<file path="config.mk">
export PLATFORM = sky130hd
export DESIGN_NAME = eth_mac_header_rx
export DESIGN_NICKNAME = d
export VERILOG_FILES = /design/src/rtl/eth_pkg.sv /design/src/rtl/eth_mac_header_rx.sv
export SDC_FILE = /design/constraint.sdc
export NUM_CORES = 1
export LEC_CHECK = 0
export BUFFER_PORTS_ARGS = -buffer_cell sky130_fd_sc_hd__buf_4
export CORE_UTILIZATION = 30
export DETAILED_ROUTE_END_ITERATION = 6
export HOLD_SLACK_MARGIN = 0.1
export SLEW_MARGIN = 20
export SYNTH_ARGS = -nofsm -noshare
export SYNTH_HDL_FRONTEND = slang
export SYNTH_SLANG_ARGS = --single-unit
export TNS_END_PERCENT = 100
</file>
<file path="constraint.sdc">
create_clock -name mac_gmii_rx_clk -period 4.9 [get_ports mac_gmii_rx_clk]
set_input_delay 0.245 -clock mac_gmii_rx_clk [delete_from_list [all_inputs] [get_ports mac_gmii_rx_clk]]
set_output_delay 0.245 -clock mac_gmii_rx_clk [all_outputs]
set_load 0.02 [all_outputs]
</file>
<file path="src/rtl/eth_pkg.sv">
// Shared Ethernet receive constants and the rx FSM state type.
package eth_pkg;
    localparam logic [7:0]  ETH_PREAMBLE   = 8'h55;
    localparam logic [7:0]  ETH_SFD        = 8'hD5;
    localparam logic [47:0] MAC_BCAST      = 48'hFFFF_FFFF_FFFF;
    localparam logic [15:0] ETHERTYPE_ARP  = 16'h0806;
    localparam logic [15:0] ETHERTYPE_IPV4 = 16'h0800;
    localparam int          ETH_HDR_LEN    = 14;

    typedef enum logic [2:0] {
        RX_IDLE,
        RX_PREAMBLE,
        RX_HEADER,
        RX_PAYLOAD,
        RX_DROP
    } rx_state_e;
endpackage

</file>
<file path="src/rtl/eth_mac_header_rx.sv">
// GMII rx front end: preamble/SFD detect, 14-byte MAC header capture, payload+FCS forwarding.
// Latency: header_valid 1 cycle after header byte 13; payload 2 cycles rxd->payload_data.
// Backpressure: none, GMII cannot stall. ETH_RX_ADDR_FILTER_EN drops frames not addressed to us.
module eth_mac_header_rx
    import eth_pkg::*;
#(
    parameter logic [47:0] LOCAL_MAC    = 48'h02_00_00_00_00_01,
    parameter int          PREAMBLE_MIN = 3
) (
    input  logic        mac_gmii_rx_clk,
    input  logic        mac_gmii_rx_rst,
    input  logic [7:0]  mac_gmii_rxd,
    input  logic        mac_gmii_rx_dv,
    input  logic        mac_gmii_rx_er,
    output logic        preamble_sfd_valid,
    output logic [47:0] mac_d_addr,
    output logic [47:0] mac_s_addr,
    output logic [15:0] eth_type,
    output logic        addr_match,
    output logic        header_valid,
    output logic [7:0]  payload_data,
    output logic        payload_valid,
    output logic        payload_last,
    output logic        frame_err
);

    localparam logic [2:0] PRE_MIN      = 3'(PREAMBLE_MIN);
    localparam logic [3:0] LAST_HDR_IDX = 4'(ETH_HDR_LEN - 1);

    rx_state_e   state_q, state_d;
    logic [2:0]  pre_cnt_q, pre_cnt_d;
    logic [3:0]  idx_q, idx_d;
    logic [47:0] d_addr_q, d_addr_d;
    logic [47:0] s_addr_q, s_addr_d;
    logic [15:0] type_q, type_d;
    logic        psv_q, psv_d;
    logic        match_q, match_d;
    logic        hv_q, hv_d;
    logic [7:0]  hold_q, hold_d;
    logic        hold_vld_q, hold_vld_d;
    logic [7:0]  pd_q, pd_d;
    logic        pv_q, pv_d;
    logic        pl_q, pl_d;
    logic        err_q, err_d;
    logic        hit;

    // Destination is complete by the time byte 13 arrives, so the match uses the registered value.
    assign hit = (d_addr_q == LOCAL_MAC) || (d_addr_q == MAC_BCAST);

    always_comb begin
        state_d    = state_q;
        pre_cnt_d  = pre_cnt_q;
        idx_d      = idx_q;
        d_addr_d   = d_addr_q;
        s_addr_d   = s_addr_q;
        type_d     = type_q;
        psv_d      = psv_q;
        match_d    = match_q;
        hv_d       = 1'b0;
        hold_d     = hold_q;
        hold_vld_d = hold_vld_q;
        pd_d       = 8'h00;
        pv_d       = 1'b0;
        pl_d       = 1'b0;
        err_d      = 1'b0;

        case (state_q)
            RX_IDLE: begin
                if (mac_gmii_rx_dv && mac_gmii_rxd == ETH_PREAMBLE) begin
                    state_d   = RX_PREAMBLE;
                    pre_cnt_d = 3'd1;
                end
            end
            RX_PREAMBLE: begin
                if (!mac_gmii_rx_dv) begin
                    state_d = RX_IDLE;
                end else if (mac_gmii_rxd == ETH_PREAMBLE) begin
                    if (pre_cnt_q != 3'd7) pre_cnt_d = pre_cnt_q + 3'd1;
                end else if (mac_gmii_rxd == ETH_SFD && pre_cnt_q >= PRE_MIN) begin
                    state_d = RX_HEADER;
                    idx_d   = 4'd0;
                    psv_d   = 1'b1;
                    match_d = 1'b0;
                end else begin
                    state_d = RX_DROP;
                end
            end
            RX_HEADER: begin
                if (!mac_gmii_rx_dv) begin
                    err_d   = 1'b1;
                    psv_d   = 1'b0;
                    state_d = RX_IDLE;
                end else if (mac_gmii_rx_er) begin
                    err_d   = 1'b1;
                    psv_d   = 1'b0;
                    state_d = RX_DROP;
                end else begin
                    if (idx_q < 4'd6)
                        d_addr_d = {d_addr_q[39:0], mac_gmii_rxd};
                    else if (idx_q < 4'd12)
                        s_addr_d = {s_addr_q[39:0], mac_gmii_rxd};
                    else
                        type_d = {type_q[7:0], mac_gmii_rxd};

                    if (idx_q == LAST_HDR_IDX) begin
                        match_d    = hit;
                        hold_vld_d = 1'b0;
`ifdef ETH_RX_ADDR_FILTER_EN
                        if (!hit) begin
                            psv_d   = 1'b0;
                            state_d = RX_DROP;
                        end else begin
                            hv_d    = 1'b1;
                            state_d = RX_PAYLOAD;
                        end
`else
                        hv_d    = 1'b1;
                        state_d = RX_PAYLOAD;
`endif
                    end else begin
                        idx_d = idx_q + 4'd1;
                    end
                end
            end
            RX_PAYLOAD: begin
                // The held byte goes out only once we know whether it ends the frame.
                if (!mac_gmii_rx_dv) begin
                    pv_d       = hold_vld_q;
                    pl_d       = hold_vld_q;
                    pd_d       = hold_vld_q ? hold_q : 8'h00;
                    hold_vld_d = 1'b0;
                    psv_d      = 1'b0;
                    state_d    = RX_IDLE;
                end else if (mac_gmii_rx_er) begin
                    err_d      = 1'b1;
                    psv_d      = 1'b0;
                    hold_vld_d = 1'b0;
                    state_d    = RX_DROP;
                end else begin
                    pv_d       = hold_vld_q;
                    pd_d       = hold_vld_q ? hold_q : 8'h00;
                    hold_d     = mac_gmii_rxd;
                    hold_vld_d = 1'b1;
                end
            end
            RX_DROP: begin
                if (!mac_gmii_rx_dv) state_d = RX_IDLE;
            end
            default: state_d = RX_IDLE;
        endcase
    end

    always_ff @(posedge mac_gmii_rx_clk or posedge mac_gmii_rx_rst) begin
        if (mac_gmii_rx_rst) begin
            state_q    <= RX_IDLE;
            pre_cnt_q  <= 3'd0;
            idx_q      <= 4'd0;
            d_addr_q   <= 48'd0;
            s_addr_q   <= 48'd0;
            type_q     <= 16'd0;
            psv_q      <= 1'b0;
            match_q    <= 1'b0;
            hv_q       <= 1'b0;
            hold_q     <= 8'd0;
            hold_vld_q <= 1'b0;
            pd_q       <= 8'd0;
            pv_q       <= 1'b0;
            pl_q       <= 1'b0;
            err_q      <= 1'b0;
        end else begin
            state_q    <= state_d;
            pre_cnt_q  <= pre_cnt_d;
            idx_q      <= idx_d;
            d_addr_q   <= d_addr_d;
            s_addr_q   <= s_addr_d;
            type_q     <= type_d;
            psv_q      <= psv_d;
            match_q    <= match_d;
            hv_q       <= hv_d;
            hold_q     <= hold_d;
            hold_vld_q <= hold_vld_d;
            pd_q       <= pd_d;
            pv_q       <= pv_d;
            pl_q       <= pl_d;
            err_q      <= err_d;
        end
    end

    assign preamble_sfd_valid = psv_q;
    assign mac_d_addr         = d_addr_q;
    assign mac_s_addr         = s_addr_q;
    assign eth_type           = type_q;
    assign addr_match         = match_q;
    assign header_valid       = hv_q;
    assign payload_data       = pd_q;
    assign payload_valid      = pv_q;
    assign payload_last       = pl_q;
    assign frame_err          = err_q;

endmodule

</file>
Yosys cells after proc, flatten, opt, wreduce, memory -nomap -nowiden
Index checks and enable logic that the tools add are counted.
- equality and inequality tests: 25
- $add $sub $neg: 2
- $lt $le $gt $ge: 3
- reductions and logical operators: 19
- bitwise logic cells: 3
- mux-type cells: 58
- operators by type and width (kind ; number):
    $eq 48x42->1 const B ; 1
    $eq 48x48->1 const B ; 1
    $mux 3 ; 13
    $mux 8 ; 4
    $mux 1 ; 28
    $reduce_and 5->1 ; 5
    $mux 4 ; 6
    $ne 2x2->1 const B ; 11
    $pmux 3 s5 ; 1
    $reduce_and 7->1 ; 2
    $ne 3x3->1 const B ; 3
    $eq 8x7->1 const B ; 1
    $eq 8x8->1 const B ; 1
    $pmux 1 s2 ; 4
    $pmux 4 s2 ; 1
    $reduce_and 4->1 ; 2
    $reduce_bool 2->1 ; 4
    $eq 3x2->1 const B ; 2
    $pmux 3 s2 ; 1
    $add 4x1->4 const B ; 1
    $eq 4x4->1 const B ; 1
    $lt 4x3->1 const B ; 1
    $lt 4x4->1 const B ; 1
    $ne 4x4->1 const B ; 1
    11 further kinds ; 14
- word-level logic and storage cells: 125
- output and inout bits: 126
- register bits: 145
- input bits: 12

Depth between registers and ports, before layout
Gate-level depths: netlist (run 1).
- word-level depth: 6
- mapped depth: 7
- depth with buffers taken out: 7

Worst setup path after synthesis (run 1)
No wires, ideal clock.
- path kind: register -> register
- start: reg state_q[2]
- end: reg s_addr_q[0] (netlist: mac_s_addr[0])
- path slack: 3.230 ns
- clock period less this slack: 1.670 ns
- library setup time: 0.125 ns
- data arrival time: 1.545 ns
- data required time: 4.775 ns
- stages on the path, launching flop included: 7
- path buffers: 3
- cell sequence: dfrtp_1 buf_2 nor3b_4 and3_1 buf_4 buf_6 mux2_2
- longest elaborated chain between the ends: 2
- ends and longest elaborated chain (element ; line ; RTL):
    from (decl) ; eth_mac_header_rx.sv:30 ; rx_state_e state_q, state_d;
    from (signal assigned) ; eth_mac_header_rx.sv:171 ; state_q <= state_d;
    $eq 3x2->1 ; eth_mac_header_rx.sv:67 ; case (state_q)
    $reduce_and 5->1 (no source line) ; n/a ;
    to (signal assigned) ; eth_mac_header_rx.sv:175 ; s_addr_q <= s_addr_d;
    to (decl) ; eth_mac_header_rx.sv:34 ; logic [47:0] s_addr_q, s_addr_d;
Every way passes these cells.
A chain may end at the register's enable or synchronous reset.

Final worst setup path (run 1)
- start: reg state_q[0]
- end: reg d_addr_q[15] (netlist: mac_d_addr[15])
- longest elaborated chain between the ends: 2
- ends and longest elaborated chain (element ; line ; RTL):
    $eq 3x2->1 ; eth_mac_header_rx.sv:67 ;
    $reduce_and 4->1 (no source line) ; n/a ;
    to (signal assigned) ; eth_mac_header_rx.sv:174 ; d_addr_q <= d_addr_d;
    to (decl) ; eth_mac_header_rx.sv:33 ; logic [47:0] d_addr_q, d_addr_d;
Every way passes these cells.

==> results of run 1 <==
-- cell type report --
cell class	count	area, um2
clock buffer	17	425.4
fill	1879	11660
tap	265	331.6
multi-input combinational	246	2233
inverter	5	26.28
clock inverter	15	138.9
timing repair buffer	143	1081
sequential	145	3628
-- worst min path at each step --
stage / cells past startpoint / from / end / slack (ps)
global route: 2 / mac_gmii_rxd[2] / mac_d_addr[2]$_DFFE_PP0P_ / 110
global placement: 1 / hold_q[2]$_DFFE_PP0P_ / payload_data[2]$_DFF_PP0_ / 470
finish: 2 / mac_gmii_rxd[2] / mac_d_addr[2]$_DFFE_PP0P_ / 110
CTS: 2 / mac_gmii_rxd[2] / mac_d_addr[2]$_DFFE_PP0P_ / 100
floorplan: 1 / mac_gmii_rx_er / preamble_sfd_valid$_DFFE_PP0P_ / 340
detailed placement: 1 / hold_q[4]$_DFFE_PP0P_ / payload_data[4]$_DFF_PP0_ / 470
-- timing repair --
action,CTS,global route
hold endpoints to repair,2,114
hold buffers,2,1
resized for setup,0,0
-- metal layers --
metal	GRT usage (%)	wire [um]
met4	6.551	249
met1	18.39	6334
met2	24.50	7396
met5	0	0
met3	3.366	593
-- cells by family (layout without fill, tap and decap cells) --
group | Yosys count | after routing | synth area share (%)
fa+ha+maj | 5 | 5 | 1.042
buf+inv | 22 | 180 | 2.479
simple gates | 90 | 90 | 8.813
mux | 122 | 122 | 24.17
flops | 145 | 145 | 60.42
compound gates | 29 | 29 | 3.083
-- worst reg2reg max path, delay by kind of cell, from the launching register on --
family	cells	cell delay, ps
simple gates	2	1070
buf+inv	1	530
mux	1	320
flops	1	530
-- metrics by stage --
step	util (%)	area, um2
after CTS	40.20	7849
after detailed placement	37.20	7264
after floorplan	-	6006
after global placement	37.20	7264
after global routing	40.28	7865
final	40.28	7865
-- synth_stat cells (all sizes together) (2+ instances only) --
| cell type | count |
|---|---|
| a21o | 2 |
| a21oi | 7 |
| a31oi | 3 |
| and2 | 10 |
| and3b | 2 |
| buf | 17 |
| dfrtp | 145 |
| ha | 5 |
| inv | 5 |
| mux2 | 121 |
| nand2 | 17 |
| nand2b | 2 |
| nand3 | 5 |
| nand3b | 2 |
| nand4 | 17 |
| nor2 | 9 |
| nor2b | 2 |
| nor3b | 2 |
| nor4 | 14 |
| o21ai | 9 |
| or3 | 3 |
-- registers in the layout, indices dropped and copies added (netlist names) --
signal              count
mac_d_addr             48
mac_s_addr             48
eth_type               16
hold_q                  8
payload_data            8
idx_q                   4
pre_cnt_q               3
state_q                 3
addr_match              1
frame_err               1
header_valid            1
hold_vld_q              1
payload_last            1
payload_valid           1
preamble_sfd_valid      1
-- report_power, final --
part / switching, uW / internal, uW / leakage [uW] / total (uW)
combinational: 37.0 / 11.9 / 0.00182 / 48.9
clock: 566 / 672 / 0.000274 / 1240
sequential: 0.867 / 1200 / 0.00203 / 1200
total: 604 / 1880 / 0.00413 / 2480
==> results_dict.tcl, run 1 <==
set metrics [dict create \
    ys_seq_area_share_pct 60.42 \
    power-per-cell-area_nw_per_um2 315.9 \
    finalPower_uw 2485 \
    cts_buffers 17 \
    die-area_um2 20590 \
    mostFrequentLayoutCell "dfrtp_1" \
    synth.cell_area_um2 6006 \
    drtIter0Drc 145 \
    synth_seq_cells 145 \
    endpoint "mac_d_addr[15]$_DFFE_PP0P_" \
    dp_hpwl_mm 10.17 \
    drt-vias-per-instance 4.702 \
    timing.slew.headroom_pct 40.70 \
    syn-num-nets 430 \
    clock-root-buffer "clkbuf_16" \
    maxSlewViolCount 0 \
    diodes 0 \
    worst_path_max_delay_cell "nand4b_1" \
    rows 51 \
    r2r_start "state_q[0]$_DFFE_PP0P_" \
    synth-main-ff-cell "dfrtp_1" \
    ys_warn_count 0 \
    layout_setup_ws_ps 2341 \
    vias 3931 \
    cp-startpoint "state_q[0]$_DFFE_PP0P_" \
    final_cell_mix "dfrtp_1, buf_4, mux2_2, mux2_4" \
    synth.area.top_cells "dfrtp_1, mux2_2, mux2_4" \
    finalSetupTns_ps 0 \
    drive_gt1_share_pct 52.36 \
    layout.cells.non_filler 836 \
    fin_nets 575 \
    tightest_slew_ps 884.9 \
    wl_per_cell_um 17.43 \
    cp.required_ps 5210 \
    holdWs_ps 112.0 \
    grt_usage_pct 14.79 \
    r2r_end "mac_d_addr[15]$_DFFE_PP0P_" \
    core_region_area_um2 19530 \
    synth_cell_types 40 \
    die_w_um 143.5 \
    initial_core_util_pct 30.76 \
    cap_violations 0 \
    clk_pin_slew_ps 60 \
    crit_cells 4 \
    cts_buffer_depth 2 \
    dp_slack_ps 2324 \
    outcome "completed" \
    routed_wl_mm 14.57 \
    clk-insertion-delay-late_ps 430 \
    cp.arrival_ps 2870 \
    finalSetupViolCount 0 \
    holdCritPathClass "in2reg" \
    cts_tree "yes" \
    dp.cells 801 \
    fmax_ghz 0.3908 \
    leakagePower_uw 0.004125 \
    grt_start_max_net_pins 116 \
    criticalPathCategory "reg2reg" \
    critPathLaunchType "flip-flop" \
    cp_top_family "simple AND/OR/NAND/NOR gates" \
    avgSynthCellArea_um2 14.54 \
    first_global_vias 4033 \
    hold_violations 0 \
    cts_max_level 4 \
    grt_pass1_wl_mm 22.52 \
    period_needed_ps 2559 \
    fin_crit_sh_pct 52.22 \
    yosysTopAreaCell "dfrtp_1" \
    antenna_found_initial 0 \
    io-pin-count 138 \
    crit_path_end_kind "flip-flop" \
    worstPathMaxFanout 20 \
    synth_edf_count 0 \
    area_growth_pct 30.96 \
    grt_overflow 0 \
    fin_skew_ps 11.49 \
    drc_errors 0 \
    vdd_drop_max_mv 0.2356 \
    async_flop_share_pct 100.0 \
    cts_setup_buffers 0 \
    cts.sinks 145 \
    rsz0062_at_grt "no" \
    path_cells "nor3b_4, nand4b_1, buf_4, mux2_4" \
    crit_buf_inv 1 \
    dr.pass1.iters 4 \
    gp_congestion 0.7989 \
    yosysTopAreaCellShare_pct 60.42 \
    final_antenna_net_count 0 \
    critPathMaxStageDelay_ps 740 \
    reg2regPathDepth 4 \
    numPortBuffers 137 \
    synth_cells 413 \
    die_height_um 143.5 \
    r2r_slack_ps 2340 \
]
No activity file was read; power rests on OpenSTA's default activity.
==> run 2: changes to the inputs <==
Settings changed: ABC_AREA set to 1.
Clock period 4.9 ns to 2.31 ns, I/O delays scaled along.
==> run 2 against run 1 <==
Sequential power rose to 3.6 times the previous value; largest power group is now registers; hold slack got worse by 8.2 ps; fmax grew 38%.
==> results_dict.tcl, run 2 <==
set metrics [dict create \
    dr.pass1.iters 4 \
    initial_core_util_pct 31.07 \
    vdd_drop_max_mv 0.5619 \
    cts.sinks 145 \
    holdCritPathClass "in2reg" \
    criticalPathCategory "reg2reg" \
    clk-insertion-delay-late_ps 430 \
    cts_buffers 17 \
    avgSynthCellArea_um2 8.917 \
    mostFrequentLayoutCell "nand2_1" \
    numPortBuffers 137 \
    area_growth_pct 33.23 \
    fin_crit_sh_pct 79.99 \
    synth_cell_types 29 \
    synth_edf_count 0 \
    core_region_area_um2 19720 \
    finalPower_uw 10950 \
    ys_seq_area_share_pct 59.23 \
    gp_congestion 0.8887 \
    r2r_slack_ps 460 \
    antenna_found_initial 0 \
    path_cells "inv_2, nor2_2, nand2_2, nor2_8, inv_2, nor2_8, nand2_4, buf_4, nor2_1, a21oi_2" \
    drtIter0Drc 280 \
    yosysTopAreaCell "dfrtp_1" \
    routed_wl_mm 15.83 \
    outcome "completed" \
    vias 4897 \
    reg2regPathDepth 10 \
    drc_errors 0 \
    diodes 0 \
    cp.required_ps 2610 \
    io-pin-count 138 \
    crit_cells 10 \
    grt_start_max_net_pins 80 \
    cts_buffer_depth 2 \
    die_w_um 144.9 \
    power-per-cell-area_nw_per_um2 1342 \
    hp-start "mac_gmii_rxd[5]" \
    grt_usage_pct 15.83 \
    yosysTopAreaCellShare_pct 59.23 \
    drt-vias-per-instance 4.384 \
    fin_nets 857 \
    r2r_end "mac_s_addr[10]$_DFFE_PP0P_" \
    fin_skew_ps 8.634 \
    period_needed_ps 1848 \
    min_to "mac_s_addr[5]$_DFFE_PP0P_" \
    tightest_slew_ps 600.9 \
    synth.area.top_cells "dfrtp_1, nand2_1, nor2_1" \
    multi_input_area_um2 2117 \
    synth.most_common_cell "nand2_1" \
    finalSetupTns_ps 0 \
    cp.arrival_ps 2150 \
    fmax_ghz 0.5412 \
    leakagePower_uw 0.004296 \
    die-area_um2 20990 \
    holdPathStages 3 \
    drive_gt1_share_pct 25.47 \
    first_global_vias 4615 \
    syn-num-nets 704 \
    finalSetupViolCount 0 \
    cap_violations 0 \
    synth_seq_cells 145 \
    yosys-top-cells-count "nand2_1, dfrtp_1, nor2_1, inv_1, o21ai_0" \
    seqCellArea_um2 3628 \
    worstPathMaxFanout 44 \
    clock-root-buffer "clkbuf_16" \
    timing.slew.headroom_pct 59.86 \
    synth.cell_area_um2 6126 \
    cts_tree "yes" \
    final_antenna_net_count 0 \
    dp_hpwl_mm 11.17 \
    clk_pin_slew_ps 60 \
    hold_violations 0 \
    rows 51 \
    ys_warn_count 0 \
    cts_setup_buffers 0 \
    worst_path_max_delay_cell "dfrtp_1" \
    critPathLaunchType "flip-flop" \
    die_height_um 144.9 \
    critPathMaxStageDelay_ps 390 \
    crit_buf_inv 3 \
    cts_max_level 4 \
    crit_path_end_kind "flip-flop" \
    rsz0062_at_grt "no" \
    final_cell_mix "nand2_1, dfrtp_1, buf_4, nor2_1" \
    synth-main-ff-cell "dfrtp_1" \
    grt_overflow 0 \
    cp_top_family "simple AND/OR/NAND/NOR gates" \
    maxSlewViolCount 0 \
    grt_pass1_wl_mm 24.78 \
    wl_per_cell_um 14.17 \
    fill_cells 1918 \
    r2r_start "state_q[1]$_DFFE_PP0P_" \
    async_flop_share_pct 100.0 \
    synth_cells 687 \
]
-- run 2: repair_timing --
| action | in CTS | in global routing |
|---|---|---|
| hold buffers | 10 | 0 |
| hold endpoints to repair | 33 | 0 |
| resized for setup | 0 | 0 |
-- run 2: where the power goes --
group / leakage [uW] / switching (uW) / internal, uW
Sequential: 0.00183 / 900 / 3420
Clock: 0.000278 / 1090 / 1610
Combinational: 0.00218 / 2320 / 1610
-- run 2: cells by family (layout without fill, tap and decap cells) --
| kind of cell | after synthesis | in the layout | synth area share (%) |
|---|---|---|---|
| simple gates | 315 | 315 | 21.10 |
| fa+ha+maj | 5 | 5 | 1.021 |
| xor+xnor | 1 | 1 | 0.1430 |
| compound gates | 117 | 117 | 10.46 |
| flops | 145 | 145 | 59.23 |
| mux | 10 | 10 | 1.838 |
| buf+inv | 94 | 259 | 6.209 |
-- run 2: layout make-up --
class,count,share of cell area [%]
multi-input cells,448,25.94
flip-flops and latches,145,44.46
clock buffers,18,5.381
clock inverters,13,1.686
well taps,265,4.063
inverters,72,3.357
repair buffers,156,15.12
-- run 2: worst max-delay path by stage --
stage | from | end | slack [ps]
after floorplan | mac_gmii_rx_rst | addr_match$_DFFE_PP0P_ | 380
after global placement | state_q[1]$_DFFE_PP0P_ | mac_s_addr[10]$_DFFE_PP0P_ | 520
after detailed placement | state_q[1]$_DFFE_PP0P_ | mac_s_addr[35]$_DFFE_PP0P_ | 460
after CTS | state_q[1]$_DFFE_PP0P_ | mac_s_addr[35]$_DFFE_PP0P_ | 450
after global routing | state_q[1]$_DFFE_PP0P_ | mac_s_addr[10]$_DFFE_PP0P_ | 260
final | state_q[1]$_DFFE_PP0P_ | mac_s_addr[10]$_DFFE_PP0P_ | 460
-- run 2: worst min-delay path: cells and delay by family --
family | cells | cell delay [ps]
buffers and inverters | 2 | 200
AO/OA/AOI/OAI | 1 | 170
-- run 2: stage by stage --
stage	hold WS (ps)	setup WS, ps	utilization [%]	instance area (um2)	std cells
floorplan	268.6	375.5	-	6130	687
global placement	218.8	522.1	37.96	7485	1076
detailed placement	228.9	459.0	37.96	7485	1076
CTS	101.3	453.0	41.39	8162	1117
global route	142.9	255.9	41.39	8162	1117
finish	103.8	462.2	41.39	8162	1117
-- run 2: per-layer routing --
layer  share of wire (%)  vias up  track usage [%]
met1                  49     2304            21.57
met3                 5.8        5            5.232
met5                   0        -                0
met2                  44      111            23.38
met4                0.48        0            5.485
li1                    -     2477                -
==> run 3: changes to the inputs <==
Clock period 2.31 ns to 1.8 ns, I/O delays scaled along.
==> run 3 against run 2 <==
First-iteration DRC count fell by 15%; core utilization grew 1.2 points; cell count grew 1.2%; register-to-register slack worse by 310 ps; global-route usage increased by 0.13 points; routed wire length fell by 1.3%; clock-buffer cell count up 2; via count grew 0.37%; critical endpoint is now mac_s_addr[34]$_DFFE_PP0P_.
==> results_dict.tcl, run 3 (synthesized netlist as in run 2, its figures left out) <==
set metrics [dict create \
    cp.required_ps 2110 \
    finalSetupViolCount 0 \
    cts_tree "yes" \
    p_clk_share_pct 27.0 \
    mostFrequentLayoutCell "nand2_1" \
    crit_path_end_kind "flip-flop" \
    cts_buffer_depth 2 \
    swShare_pct 37.89 \
    cts.sinks 145 \
    rows 51 \
    cts_setup_buffers 0 \
    pwr-share-seq_pct 37.8 \
    core_region_area_um2 19720 \
    cap_violations 0 \
    period_needed_ps 1647 \
    layout_setup_ws_ps 152.5 \
    worstPathMaxFanout 28 \
    first_global_vias 4733 \
    cts_buffers 17 \
    antenna_found_initial 0 \
    drtIter0Drc 239 \
    die-area_um2 20990 \
    fill_cells 1904 \
    hold_violations 0 \
    fin_crit_sh_pct 91.53 \
    grt_overflow 0 \
    grt_pass1_wl_mm 25.04 \
    multi_input_area_um2 2143 \
    tightest_slew_ps 550.6 \
    critPathMaxStageDelay_ps 420 \
    maxSlewViolCount 0 \
    crit_buf_inv 2 \
    final_antenna_net_count 0 \
    critPathLaunchType "flip-flop" \
    worst_path_max_delay_cell "dfrtp_1" \
    worst_path_most_repeated_cell "nor2_8" \
    timing.slew.headroom_pct 63.22 \
    fin_skew_ps 11.25 \
    vdd_drop_max_mv 0.7565 \
    wl_per_cell_um 13.83 \
    dr.pass1.iters 5 \
    criticalPathCategory "reg2reg" \
    clk_pin_slew_ps 60 \
    die_w_um 144.9 \
    drive_gt1_share_pct 26.59 \
    drc_errors 0 \
    dp_hpwl_mm 11.08 \
    vias 4915 \
    routed_wl_mm 15.63 \
    final_util_pct 42.60 \
    power.internal_uw 9066 \
    rsz0062_at_grt "no" \
    seqCellArea_um2 3628 \
    fin_nets 869 \
    die_height_um 144.9 \
    gp_congestion 0.8730 \
    holdCritPathClass "in2reg" \
    grt_start_max_net_pins 55 \
    numPortBuffers 137 \
    cp.arrival_ps 1960 \
    area_growth_pct 37.11 \
    clk-insertion-delay-late_ps 420 \
    outcome "completed" \
    pwr-share-comb_pct 35.3 \
    fmax_ghz 0.6070 \
    cts_max_level 4 \
    path_cells "nor2_4, nand2_4, nor2_8, inv_2, nor2_8, nand2_8, buf_12, nor2_1, a21oi_2" \
    io-pin-count 138 \
    final_cell_mix "nand2_1, buf_4, dfrtp_1, nor2_1, inv_1" \
    r2r_slack_ps 150 \
    cp_top_family "simple AND/OR/NAND/NOR gates" \
    clock-root-buffer "clkbuf_16" \
    leakagePower_uw 0.004415 \
    finalSetupTns_ps 0 \
    power-per-cell-area_nw_per_um2 1738 \
    grt_usage_pct 15.96 \
    diodes 0 \
    dp_slack_ps 65.46 \
    initial_core_util_pct 31.07 \
    p_switching_uw 5530 \
    drt-vias-per-instance 4.350 \
]
## run 3: through the flow
step / total power (uW) / instance area, um2 / instances / hold WS [ps]
after floorplan: 8296 / 6130 / 687 / 243.1
after global placement: 10640 / 7612 / 1088 / 172.8
after detailed placement: 10730 / 7612 / 1088 / 177.9
after CTS: 14760 / 8373 / 1130 / 101.2
after global routing: 15620 / 8399 / 1130 / 131.6
final: 14600 / 8399 / 1130 / 110.2
## run 3: worst min-delay path: cells and delay by family
kind | cells | cell delay, ps
buf+inv | 3 | 320
compound gates | 1 | 70
## run 3: timing repair
action,in CTS,in global routing
hold buffers,10,0
gates resized for setup,0,6
setup endpoints to repair,0,90
endpoints found under the hold margin,43,0
## run 3: path summary, 6_finish.rpt
| path | startpoint | to | cells after the start |
|---|---|---|---|
| worst max-delay path | state_q[2]$_DFFE_PP0P_ | mac_s_addr[34]$_DFFE_PP0P_ | 9 |
| worst min-delay path | mac_gmii_rxd[7] | mac_s_addr[7]$_DFFE_PP0P_ | 4 |
| worst max register to register | state_q[2]$_DFFE_PP0P_ | mac_s_addr[34]$_DFFE_PP0P_ | 9 |
| worst min register to register | mac_s_addr[46]$_DFFE_PP0P_ | mac_s_addr[46]$_DFFE_PP0P_ | 2 |
| max in group asynchronous | mac_gmii_rx_rst | mac_d_addr[18]$_DFFE_PP0P_ | 4 |
| min in group asynchronous | mac_gmii_rx_rst | hold_q[0]$_DFFE_PP0P_ | 3 |
## run 3: cell type report
type | instances | share of cell area (%)
Clock buffer | 20 | 5.437
Clock inverter | 12 | 2.428
Inverter | 72 | 3.262
Multi-Input combinational cell | 448 | 25.52
Sequential cell | 145 | 43.20
Tap cell | 265 | 3.948
Timing Repair Buffer | 168 | 16.21
## run 3: power groups by stage
| stage | Sequential, uW | Combinational (uW) | Clock, uW |
|---|---|---|---|
| after floorplan | 6470 | 1830 | 0 |
| after CTS | 5530 | 5190 | 4030 |
| after global routing | 5690 | 5760 | 4170 |
| after detailed placement | 5580 | 5150 | 0 |
| after global placement | 5570 | 5070 | 0 |
| final | 5510 | 5150 | 3930 |
## run 3: routing by layer
layer | vias to the layer above | GRT usage [%] | share of wire [%]
met5 | - | 0 | 0
met4 | 0 | 5.651 | 0.94
met3 | 13 | 4.475 | 7.0
met2 | 128 | 23.86 | 45
met1 | 2267 | 21.99 | 48
li1 | 2507 | - | -
